--- src/rtl/instr_fetch_pkg.sv ---
// Shared types and default widths for the instruction fetch stage.
package fetch_pkg;

  typedef enum logic [1:0] {IDLE, LOAD, RUN, DONE} fetch_state_t;

  localparam int PC_W_DEF   = 13;
  localparam int INST_W_DEF = 9;
  localparam int IA_W       = PC_W_DEF - 1;

endpackage

--- src/rtl/instr_fetch_if.sv ---
// Harness/decoder/ROM bus of the fetch stage; icount only exists with FETCH_ICOUNT_EN.
interface instr_fetch_if #(
  parameter int PC_W   = 13,
  parameter int INST_W = 9,
  parameter int IC_W   = 16
) ();
  logic              start;
  logic [PC_W-2:0]   start_addr;
  logic              halt;
  logic              stall;
  logic              branch_en;
  logic [PC_W-2:0]   branch_target;
  logic [INST_W-1:0] imem_rdata;
  logic [PC_W-1:0]   PC;
  logic [PC_W-2:0]   imem_addr;
  logic              imem_en;
  logic [INST_W-1:0] inst_out;
  logic [INST_W-1:0] inst_q;
  logic              busy;
  logic              done;
`ifdef FETCH_ICOUNT_EN
  logic [IC_W-1:0]   icount;
`endif

  modport master (
    input  start, start_addr, halt, stall, branch_en, branch_target, imem_rdata,
    output PC, imem_addr, imem_en, inst_out, inst_q, busy, done
`ifdef FETCH_ICOUNT_EN
    , output icount
`endif
  );

  modport slave (
    output start, start_addr, halt, stall, branch_en, branch_target, imem_rdata,
    input  PC, imem_addr, imem_en, inst_out, inst_q, busy, done
`ifdef FETCH_ICOUNT_EN
    , input icount
`endif
  );
endinterface

--- src/rtl/instr_fetch.sv ---
// Program sequencer / fetch stage: even PC = fetch phase, odd PC = execute phase.
// Optional retired-instruction counter enabled by FETCH_ICOUNT_EN.
module instr_fetch import fetch_pkg::*; #(
  parameter int PC_W   = PC_W_DEF,
  parameter int INST_W = INST_W_DEF,
  parameter int IC_W   = 16
) (
  input  logic           CLK,
  input  logic           RST_N,
  instr_fetch_if.master  bus
);
  localparam int AW = PC_W - 1;

  fetch_state_t      state, nxt_state;
  logic [PC_W-1:0]   pc_q, nxt_pc, pc_inc;
  logic [AW-1:0]     ld_addr, nxt_ld;
  logic [INST_W-1:0] inst_q_r, nxt_inst_q;
  logic              busy_r, nxt_busy, done_r, nxt_done;
`ifdef FETCH_ICOUNT_EN
  logic [IC_W-1:0]   icnt, nxt_icnt;
`endif

  assign pc_inc = pc_q + PC_W'(1);

  always_comb begin
    nxt_state     = state;
    nxt_pc        = pc_q;
    nxt_ld        = ld_addr;
    nxt_inst_q    = inst_q_r;
    nxt_busy      = busy_r;
    nxt_done      = done_r;
    bus.imem_addr = pc_q[PC_W-1:1];
    bus.imem_en   = 1'b0;
    bus.inst_out  = '0;
`ifdef FETCH_ICOUNT_EN
    nxt_icnt      = icnt;
`endif
    case (state)
      IDLE, DONE: begin
        if (bus.start) begin
          nxt_state     = LOAD;
          nxt_ld        = bus.start_addr;
          bus.imem_addr = bus.start_addr;
          bus.imem_en   = 1'b1;
          nxt_busy      = 1'b1;
          nxt_done      = 1'b0;
`ifdef FETCH_ICOUNT_EN
          nxt_icnt      = '0;
`endif
        end
      end
      // ROM holds its output while disabled, so the first word is still valid in RUN.
      LOAD: begin
        nxt_pc    = {ld_addr, 1'b0};
        nxt_state = RUN;
      end
      RUN: begin
        bus.inst_out = bus.imem_rdata;
        if (!pc_q[0]) begin
          nxt_inst_q = bus.imem_rdata;
          nxt_pc     = pc_inc;
        end else begin
`ifdef FETCH_ICOUNT_EN
          if ((bus.halt || !bus.stall) && icnt != '1) nxt_icnt = icnt + IC_W'(1);
`endif
          if (bus.halt) begin
            nxt_state = DONE;
            nxt_busy  = 1'b0;
            nxt_done  = 1'b1;
          end else if (bus.stall) begin
            nxt_pc = pc_q;
          end else if (bus.branch_en) begin
            nxt_pc        = {bus.branch_target, 1'b0};
            bus.imem_addr = bus.branch_target;
            bus.imem_en   = 1'b1;
          end else begin
            nxt_pc        = pc_inc;
            bus.imem_addr = pc_inc[PC_W-1:1];
            bus.imem_en   = 1'b1;
          end
        end
      end
      default: nxt_state = IDLE;
    endcase
  end

  always_ff @(posedge CLK or negedge RST_N) begin
    if (!RST_N) begin
      state    <= IDLE;
      pc_q     <= '0;
      ld_addr  <= '0;
      inst_q_r <= '0;
      busy_r   <= 1'b0;
      done_r   <= 1'b0;
`ifdef FETCH_ICOUNT_EN
      icnt     <= '0;
`endif
    end else begin
      state    <= nxt_state;
      pc_q     <= nxt_pc;
      ld_addr  <= nxt_ld;
      inst_q_r <= nxt_inst_q;
      busy_r   <= nxt_busy;
      done_r   <= nxt_done;
`ifdef FETCH_ICOUNT_EN
      icnt     <= nxt_icnt;
`endif
    end
  end

  assign bus.PC     = pc_q;
  assign bus.inst_q = inst_q_r;
  assign bus.busy   = busy_r;
  assign bus.done   = done_r;
`ifdef FETCH_ICOUNT_EN
  assign bus.icount = icnt;
`endif

endmodule

--- src/flat_wrapper.sv ---
// flat-port wrapper written by rule: the top's interface ports become plain ports
module instr_fetch_flat import fetch_pkg::*;
#(
  parameter int PC_W   = PC_W_DEF,
  parameter int INST_W = INST_W_DEF,
  parameter int IC_W   = 16
)
  (CLK, RST_N, bus_start, bus_start_addr, bus_halt, bus_stall, bus_branch_en, bus_branch_target, bus_imem_rdata, bus_PC, bus_imem_addr, bus_imem_en, bus_inst_out, bus_inst_q, bus_busy, bus_done);
  instr_fetch_if #(.PC_W(PC_W), .INST_W(INST_W), .IC_W(IC_W)) bus_i ();
  input  logic CLK;
  input  logic RST_N;
  input wire logic [$bits(bus_i.start)-1:0] bus_start;
  input wire logic [$bits(bus_i.start_addr)-1:0] bus_start_addr;
  input wire logic [$bits(bus_i.halt)-1:0] bus_halt;
  input wire logic [$bits(bus_i.stall)-1:0] bus_stall;
  input wire logic [$bits(bus_i.branch_en)-1:0] bus_branch_en;
  input wire logic [$bits(bus_i.branch_target)-1:0] bus_branch_target;
  input wire logic [$bits(bus_i.imem_rdata)-1:0] bus_imem_rdata;
  output wire logic [$bits(bus_i.PC)-1:0] bus_PC;
  output wire logic [$bits(bus_i.imem_addr)-1:0] bus_imem_addr;
  output wire logic [$bits(bus_i.imem_en)-1:0] bus_imem_en;
  output wire logic [$bits(bus_i.inst_out)-1:0] bus_inst_out;
  output wire logic [$bits(bus_i.inst_q)-1:0] bus_inst_q;
  output wire logic [$bits(bus_i.busy)-1:0] bus_busy;
  output wire logic [$bits(bus_i.done)-1:0] bus_done;
  assign bus_i.start = bus_start;
  assign bus_i.start_addr = bus_start_addr;
  assign bus_i.halt = bus_halt;
  assign bus_i.stall = bus_stall;
  assign bus_i.branch_en = bus_branch_en;
  assign bus_i.branch_target = bus_branch_target;
  assign bus_i.imem_rdata = bus_imem_rdata;
  assign bus_PC = bus_i.PC;
  assign bus_imem_addr = bus_i.imem_addr;
  assign bus_imem_en = bus_i.imem_en;
  assign bus_inst_out = bus_i.inst_out;
  assign bus_inst_q = bus_i.inst_q;
  assign bus_busy = bus_i.busy;
  assign bus_done = bus_i.done;
  instr_fetch #(.PC_W(PC_W), .INST_W(INST_W), .IC_W(IC_W)) u_core (.CLK(CLK), .RST_N(RST_N), .bus(bus_i));
endmodule
--- config.mk ---
export PLATFORM = sky130hd
export DESIGN_NAME = instr_fetch_flat
export DESIGN_NICKNAME = d
export VERILOG_FILES = /design/src/rtl/instr_fetch_pkg.sv /design/src/rtl/instr_fetch_if.sv /design/src/rtl/instr_fetch.sv /design/src/flat_wrapper.sv
export SDC_FILE = /design/constraint.sdc
export NUM_CORES = 1
export LEC_CHECK = 0
export BUFFER_PORTS_ARGS = -buffer_cell sky130_fd_sc_hd__buf_2
export CORE_MARGIN = 1
export CORE_UTILIZATION = 55
export DETAILED_ROUTE_END_ITERATION = 12
export HOLD_SLACK_MARGIN = 0.06
export PLACE_DENSITY = 0.86
export SKIP_CTS_REPAIR_TIMING = 1
export SYNTH_ARGS = -nofsm -noshare
export SYNTH_HDL_FRONTEND = slang
export SYNTH_SLANG_ARGS = --single-unit
export TNS_END_PERCENT = 20
--- constraint.sdc ---
create_clock -name CLK -period 4.8 [get_ports CLK]
set_input_delay 0.24 -clock CLK [delete_from_list [all_inputs] [get_ports CLK]]
set_output_delay 0.24 -clock CLK [all_outputs]
set_load 0.1 [all_outputs]
# Yosys cells after proc, flatten, opt, wreduce, memory -nomap -nowiden
# Index checks and enable logic that the tools add are counted.
[totals] inputBits=39 regBits=38 output_inout_bits=46 elab_cells=55
[op_classes] n_bitwise=1 reduce_logical=9 n_eq_ne=8 add_sub_neg=1 muxes=29
[ops] cell="12-bit two-way mux" count=5
[ops] cell="13-bit two-way mux" count=4
[ops] cell="13-bit case mux with 2 select lines" count=1
[ops] cell="12-bit case mux with 2 select lines" count=1
[ops] cell="13-bit by 1-bit adder with 13-bit output (second input constant)" count=1
[ops] cell="1-bit two-way mux" count=10
[ops] cell="9-bit two-way mux" count=1
[ops] cell="2-bit two-way mux" count=3
[ops] cell="3-bit != test (second input constant)" count=2
[ops] cell="1-bit case mux with 2 select lines" count=3
[ops] cell="2-bit case mux with 3 select lines" count=1
[ops] cell="3-bit AND reduction" count=2
[ops] cell="2-bit == test (second input constant)" count=2
[ops] cell="2-bit != test (second input constant)" count=2
[ops] cell="2-bit AND reduction" count=2
[ops] cell="4-bit AND reduction" count=1
[ops] cell="2-bit nonzero test" count=2
[ops] cell="2-bit by 1-bit == test with 1-bit output (second input constant)" count=1
[ops] cell="2-bit zero test" count=1
[ops] cell="2-bit by 1-bit != test with 1-bit output (second input constant)" count=1
[ops] cell="2-bit OR reduction" count=1
[ops] cell="1-bit inverter" count=1

# Depth between registers and ports, before layout
# Gate-level depths: netlist of run 1.
[logic_depth] word_depth=6 ltp_mapped=8 ltp_nobuf=7

# Worst setup path before layout of run 1
# OpenSTA, ideal clock, no wires.
[synth_timing] path_kind="register to output" from="reg with a tool-made name" to="out bus_imem_addr[5]" path_stages_with_launch=7 arrival_ps=4958 n_path_buf=1 setup_slack_ps=-398 t_required_ps=4560 path_cell_list="dfrtp_1 -> ha_1 -> clkbuf_1 -> nand2_1 -> xnor2_1 -> nor2_1 -> o41ai_1"
[synth_lines] element="to (decl)" line_no="flat_wrapper.sv:20" rtl="output wire logic [$bits(bus_i.imem_addr)-1:0] bus_imem_addr;"

# Worst setup path after layout of run 1
[layout_timing] from="reg u_core.state[0]" to="out bus_imem_addr[4]"
[layout_between] elab_chain_len=3 elab_cells_between_ends=5 classes_between="eq/ne (2); mux (1); reduce/logical (2)"
[layout_rtl] element="from (decl)" line_no="instr_fetch.sv:14" rtl="fetch_state_t state, nxt_state;"
[layout_rtl] element="from (signal assigned)" line_no="instr_fetch.sv:99" rtl="state <= nxt_state;"
[layout_rtl] element="2-bit == test or 2-bit zero test (tied branches)" line_no="instr_fetch.sv:38" rtl="case (state)"
[layout_rtl] element="2-bit OR reduction" line_no="instr_fetch.sv:38"
[layout_rtl] element="12-bit case mux with 2 select lines *" line_no="instr_fetch.sv:38"
# Mark *: on every way between the ends. The rest lies on a longest branch, timed or not.

==> metrics.md, run 1 <==
| Metric | Value |
|---|---|
| Max Buffers Root-to-Sink | `2` |
| Max-cap violations | `0` |
| Final instance area | `3104 um^2` |
| Clock slew at reported path FFs | `0.07 ns` |
| Syn_nets | `375` |
| Number of global-route vias before repair | `2785` |
| RSZ-0062 raised after global routing | `false` |
| DRC viols | `0` |
| Core Area | `4414 um^2` |
| Fillers | `364` |
| Total global-route track usage | `0.3323` |
| CTS HTree Levels | `2` |
| I/O Pins | `85` |
| Fmax | `279.9 MHz` |
| Gr ovfl total | `0` |
| Share of cells above drive strength 1 | `0.2531` |
| Final setup viols | `0` |
| Worst Skew | `0.005621 ns` |
| Worst r2r dst | `u_core.bus.PC[11]` |
| Post-Syn Area per Cell | `7.752 um^2` |
| Starting Density | `0.5830` |
| RR Startpoint | `u_core.state[0]` |
| Post-route minimum period | `3.572 ns` |
| Cells after synthesis | `332` |
| CP Capture Point | `bus_imem_addr[4]` |
| Register area share after synthesis | `0.3695` |
| CP Launch Point | `u_core.state[0]` |
| DP Area | `2992 um^2` |
| Die H | `70.41 um` |
| Initial antenna violation count | `0` |
| Worst setup EP type | `output pin` |
| Vias | `2854` |
| First-pass GRT wire length | `12970 um` |
| Root Buffer | `clkbuf_8` |
| DRT iter0 DRCs | `303` |
| Die width | `70.41 um` |
| Final Cycle Share | `0.7442` |
| Slew @ Worst Pin | `1.004 ns` |
| Vias/cell | `6.273` |
| Min-delay worst type | `in -> async` |
| Most frequent cells in the layout | `buf_2, nand2_1, dfrtp_1` |
| Seq cells post-synth | `38` |
| Clock sink count | `38` |
| FF-to-FF path depth | `7` |
| TritonCTS clock tree | `done` |
| Die Area | `4957 um^2` |
| Rel. slew slack | `0.3281` |
| Setup slack, reg-to-reg | `1.94 ns` |
| Final Hold Vio Count | `0` |
| Crit Path Max Fanout | `21` |
| Routed len/inst | `17.22 um` |
| Hpwl dp | `5417 um` |
| Cell variety after synth | `51` |
| Routed Antenna Nets | `0` |
| CP arrival | `3.33 ns` |
| GP Congestion | `0.9660` |
| Area of the mapped netlist | `2574 um^2` |
| Port buffer count | `84` |
| Async SR Flop Fraction | `1.000` |
| Status | `finished clean` |
| First-pass iteration count of the detailed router | `5` |
| Area Overhead vs Synth | `20.61%` |
| Antenna Cells | `0` |
| Worst-Skew Late Latency | `0.29 ns` |
| Final WL | `7837 um` |
| Crit path launch type | `flip-flop` |
| CTS Buf Count | `5` |
| # rows | `24` |
| Number of synthesized flops with an enable pin | `0` |
| Req. time, crit path | `4.56 ns` |
| Setup_tns | `0 ns` |
| Commonest register cell after synthesis | `dfrtp_1` |
| Yosys Warn Count | `0` |
| Most common cell after layout, fill and taps aside | `buf_2` |
| Largest net degree at the start of global routing | `39` |
| Slew Limit Fails | `0` |
| Kind of critical path | `reg -> out` |
| Nets | `446` |
layer usage:
layer	GRT usage	wire, um
met1	0.4274	3124
met4	0.1644	289
met3	0.08369	848
met2	0.5175	3575
met5	0	0
kinds of logic after synthesis:
| logic type | share of synthesized area |
|---|---|
| AND/OR/NAND/NOR | 0.2494 |
| AO/OA/AOI/OAI | 0.2460 |
| buffers and inverters | 0.06417 |
| adder cells (fa/ha/maj) | 0.01945 |
| multiplexers | 0.02771 |
| XOR/XNOR | 0.02382 |
| flip-flops | 0.3695 |
cells in the mapped netlist (6+ instances only):
master | instances | area, um^2
buf_2 | 6 | 30.03
mux2i_1 | 6 | 60.06
nor2b_1 | 6 | 37.54
xnor2_1 | 6 | 52.55
nor2_1 | 23 | 86.33
clkbuf_1 | 14 | 52.55
and2_1 | 11 | 68.82
nand3_1 | 6 | 30.03
o21ai_0 | 27 | 135.1
a22oi_1 | 8 | 60.06
a21oi_1 | 19 | 95.09
inv_1 | 19 | 71.32
nand2_1 | 74 | 277.8
dfrtp_1 | 38 | 950.9
registers in the layout (all words and copies together), names as in the netlist, named ones only:
name,cells
u_core.bus.PC,12
u_core.bus.busy,1
u_core.bus.done,1
u_core.bus.inst_q,9
u_core.ld_addr,12
u_core.state,2
final cells by class:
cell class,instances,area (um^2),share of cell area
inverters,20,75.07,0.02418
well taps,52,65.06,0.02096
clock buffers,6,82.58,0.02660
multi-input cells,252,1465,0.4720
repair buffers,86,435.4,0.1403
clock inverters,1,30.03,0.009674
flip-flops and latches,38,950.9,0.3063
how the worst min path moves through the flow:
| stage | to | cells past startpoint | slack [ns] | start |
|---|---|---|---|---|
| after floorplan | async pin | 0 | -0.06 | RST_N |
| after global placement | u_core.ld_addr[10] | 1 | 0.39 | RST_N |
| after detailed placement | u_core.bus.PC[11] | 1 | 0.40 | RST_N |
| after CTS | u_core.bus.PC[6] | 1 | 0.09 | RST_N |
| after global routing | u_core.bus.PC[6] | 1 | 0.12 | RST_N |
| final | u_core.bus.PC[6] | 1 | 0.06 | RST_N |
through the flow:
step	utilization	std cells	hold WS [ns]	setup WS, ns
finish	0.7032	455	0.05586	1.228
global route	0.7032	455	0.1212	1.056
CTS	0.7032	455	0.08718	1.273
detailed placement	0.6777	448	0.4037	1.596
global placement	0.6777	448	0.3944	1.678
floorplan	-	332	-0.05559	0.2673
critical path, cell delays in order (launching register included):
cell,delay (ns)
dfrtp_1,0.39
inv_1,0.06
ha_1,0.69
and2_1,0.71
nand2_1,0.16
a21oi_1,0.21
o21ai_0,0.10
o311ai_1,0.26
buf_2,0.47
Power of run 1 is left out: the tool's default activity adds up to more than one toggle a clock period on the data nets, which glitch-free logic cannot reach.
==> run 2, diff against run 1 <==
--- a/config.mk
+++ b/config.mk
@@ -7,10 +7,10 @@
 export LEC_CHECK = 0
 export BUFFER_PORTS_ARGS = -buffer_cell sky130_fd_sc_hd__buf_2
 export CORE_MARGIN = 1
-export CORE_UTILIZATION = 55
+export CORE_UTILIZATION = 46
 export DETAILED_ROUTE_END_ITERATION = 12
 export HOLD_SLACK_MARGIN = 0.06
-export PLACE_DENSITY = 0.86
+export PLACE_DENSITY = 0.77
 export SKIP_CTS_REPAIR_TIMING = 1
 export SYNTH_ARGS = -nofsm -noshare
 export SYNTH_HDL_FRONTEND = slang
==> constraint.sdc (replaced) <==
create_clock -name CLK -period 3.2 [get_ports CLK]
set_input_delay 0.16 -clock CLK [delete_from_list [all_inputs] [get_ports CLK]]
set_output_delay 0.16 -clock CLK [all_outputs]
set_load 0.1 [all_outputs]
==> run 2 against run 1 <==
Compared with the run above:
- critical path depth is 2 lower
- global-route usage is 3.8 points lower
- clock skew hardly changed
- hold slack better by 0.010 ns
- routed wire length is 5.3% higher
- first-iteration DRC count is 18% lower
- worst setup slack worse by 0.95 ns
- die area is 19% higher
- core utilization is 7.2 points lower
- non-clock buffer count is 5 higher
- register-to-register slack worse by 1.1 ns
- final cell count is 5.3% higher
- highest routed layer unchanged
==> metrics.md, run 2 (same netlist as run 1, synthesis figures left out) <==
| Metric | Value |
|---|---|
| Worst-Skew Late Latency | `0.29 ns (about the same)` |
| Vias/cell | `5.827 (-7.1%)` |
| Slowest-stage cell, CP | `dfrtp_1` |
| Min-delay worst type | `in -> reg` |
| Starting Density | `0.4914 (-0.09165)` |
| CTS HTree Levels | `2 (unchanged)` |
| Status | `finished clean` |
| Share of cells above drive strength 1 | `0.2665 (+0.01340)` |
| CP arrival | `2.76 ns (-0.57 ns)` |
| Worst setup EP type | `output pin` |
| GP Congestion | `0.9705 (+0.47%)` |
| Core Area | `5238 um^2 (+19%)` |
| Gr ovfl total | `0 (unchanged)` |
| Fmax | `342.2 MHz` |
| First-pass GRT wire length | `13670 um (+5.4%)` |
| Met3 wire length | `588 um (-31%)` |
| DRT iter0 DRCs | `249 (-18%)` |
| Nets | `451 (+1.1%)` |
| Number of global-route vias before repair | `2769 (-0.57%)` |
| Slew @ Worst Pin | `0.8711 ns (-0.1330 ns)` |
| Final WL | `8254 um (+5.3%)` |
| Req. time, crit path | `3.04 ns (-1.52 ns)` |
| Slew Limit Fails | `0 (unchanged)` |
| Clock sink count | `38 (unchanged)` |
| Final Util | `0.6316 (-0.07160)` |
| Kind of critical path | `reg -> out` |
| Routed len/inst | `17.23 um (about the same)` |
| Fillers | `475 (+30%)` |
| Met2 Wirelength | `3804 um (+6.4%)` |
| DRC viols | `0 (unchanged)` |
| Die H | `76.80 um (+9.1%)` |
| Top sig layer | `met4` |
| Crit path cell chain | `ha_1 > inv_1 > nor4_2 > mux2i_1 > a221o_1 > buf_12` |
| Routed Antenna Nets | `0 (unchanged)` |
| DRT met1 WL | `3715 um (+19%)` |
| Hpwl dp | `6020 um (+11%)` |
| Total global-route track usage | `0.2939 (-0.03839)` |
| Max-cap violations | `0 (unchanged)` |
| TritonCTS clock tree | `done` |
| Max Buffers Root-to-Sink | `2 (unchanged)` |
| Final Cycle Share | `0.9132` |
| Port buffer count | `84 (unchanged)` |
| Die width | `76.80 um (+9.1%)` |
| Crit Path Max Fanout | `16 (-24%)` |
| Most common cell after layout, fill and taps aside | `buf_2` |
| Final Hold Vio Count | `0 (unchanged)` |
| Worst Skew | `0.005224 ns (-0.0003966 ns)` |
| Die Area | `5898 um^2 (+19%)` |
| Most frequent cells in the layout | `buf_2, nand2_1, dfrtp_1` |
| Largest net degree at the start of global routing | `39 (unchanged)` |
| # rows | `26 (+8.3%)` |
| Worst path max stage delay | `0.65 ns (-0.06 ns)` |
| CTS Buf Count | `5 (unchanged)` |
| Root Buffer | `clkbuf_8` |
| RSZ-0062 raised after global routing | `false` |
| Crit path launch type | `flip-flop` |
| I/O Pins | `85 (unchanged)` |
| Vias | `2791 (-2.2%)` |
| Antenna Cells | `0 (unchanged)` |
| Area Overhead vs Synth | `28.54%` |
| Final setup viols | `0 (unchanged)` |
| First-pass iteration count of the detailed router | `4 (-1)` |
| Clock slew at reported path FFs | `0.08 ns (about the same)` |
| Initial antenna violation count | `0 (unchanged)` |
| Post-route minimum period | `2.922 ns` |
| Rel. slew slack | `0.4193 (+0.09115)` |
## run 2: cell count changes in the layout (fill, tap and decap cells not counted), moves of 2 or more
cell / previous run / this run
buf_12: 0 / 8
buf_2: 84 / 76
buf_4: 2 / 6
clkbuf_8: 6 / 8
o21ai_0: 27 / 25
o21ai_1: 4 / 6
## run 2: critical path, delay by kind of cell (launching register included)
family | cells | cell delay (ns)
DFF | 1 | 0.65
and+or+nand+nor | 1 | 0.47
adders and majority gates | 1 | 0.43
muxes | 1 | 0.34
buffers and inverters | 2 | 0.34
AOI/OAI and AO/OA | 1 | 0.25
## run 2: final cells by class
| class | instances | area (um^2) | share of cell area |
|---|---|---|---|
| sequential | 38 | 950.9 | 0.2874 |
| clock buffer | 8 | 110.1 | 0.03328 |
| inverter | 20 | 75.07 | 0.02269 |
| timing repair buffer | 91 | 595.6 | 0.1800 |
| tap | 70 | 87.58 | 0.02648 |
| multi-input combinational | 252 | 1489 | 0.4501 |
## run 2: per-stage QoR
stage / hold slack [ns] / cell area (um^2) / std cells / TNS, ns / setup WS, ns
6_report: 0.06621 / 3308 / 479 / 0 / 0.2778
2_1_floorplan: -0.1356 / 2605 / 332 / -2.535 / -0.5644
3_3_place_gp: 0.3220 / 3188 / 470 / 0 / 0.6252
5_1_grt: 0.07018 / 3308 / 479 / 0 / 0.1133
4_1_cts: 0.01535 / 3298 / 478 / 0 / 0.3349
3_5_place_dp: 0.3232 / 3188 / 470 / 0 / 0.6526
## run 2: final timing paths
path | from | endpoint | slack (ns) | depth (start not counted)
hold reg to reg | u_core.bus.inst_q[2] | u_core.bus.inst_q[2] | 0.47 | 2
hold / removal | bus_imem_rdata[5] | u_core.bus.inst_q[5] | 0.07 | 3
min in group asynchronous | RST_N | u_core.ld_addr[10] | 0.52 | 2
setup reg to reg | u_core.bus.PC[0] | u_core.bus.PC[12] | 0.81 | 6
max in group asynchronous | RST_N | u_core.bus.PC[9] | 2.13 | 2
setup / recovery | u_core.bus.PC[0] | bus_imem_addr[11] | 0.28 | 6
## run 2: layer usage
| metal | vias up | track usage |
|---|---|---|
| li1 | 1314 | - |
| met3 | 12 | 0.04762 |
| met4 | 0 | 0.1096 |
| met5 | - | 0 |
| met2 | 138 | 0.4696 |
| met1 | 1327 | 0.3982 |
Power of run 2 is left out for the same reason.
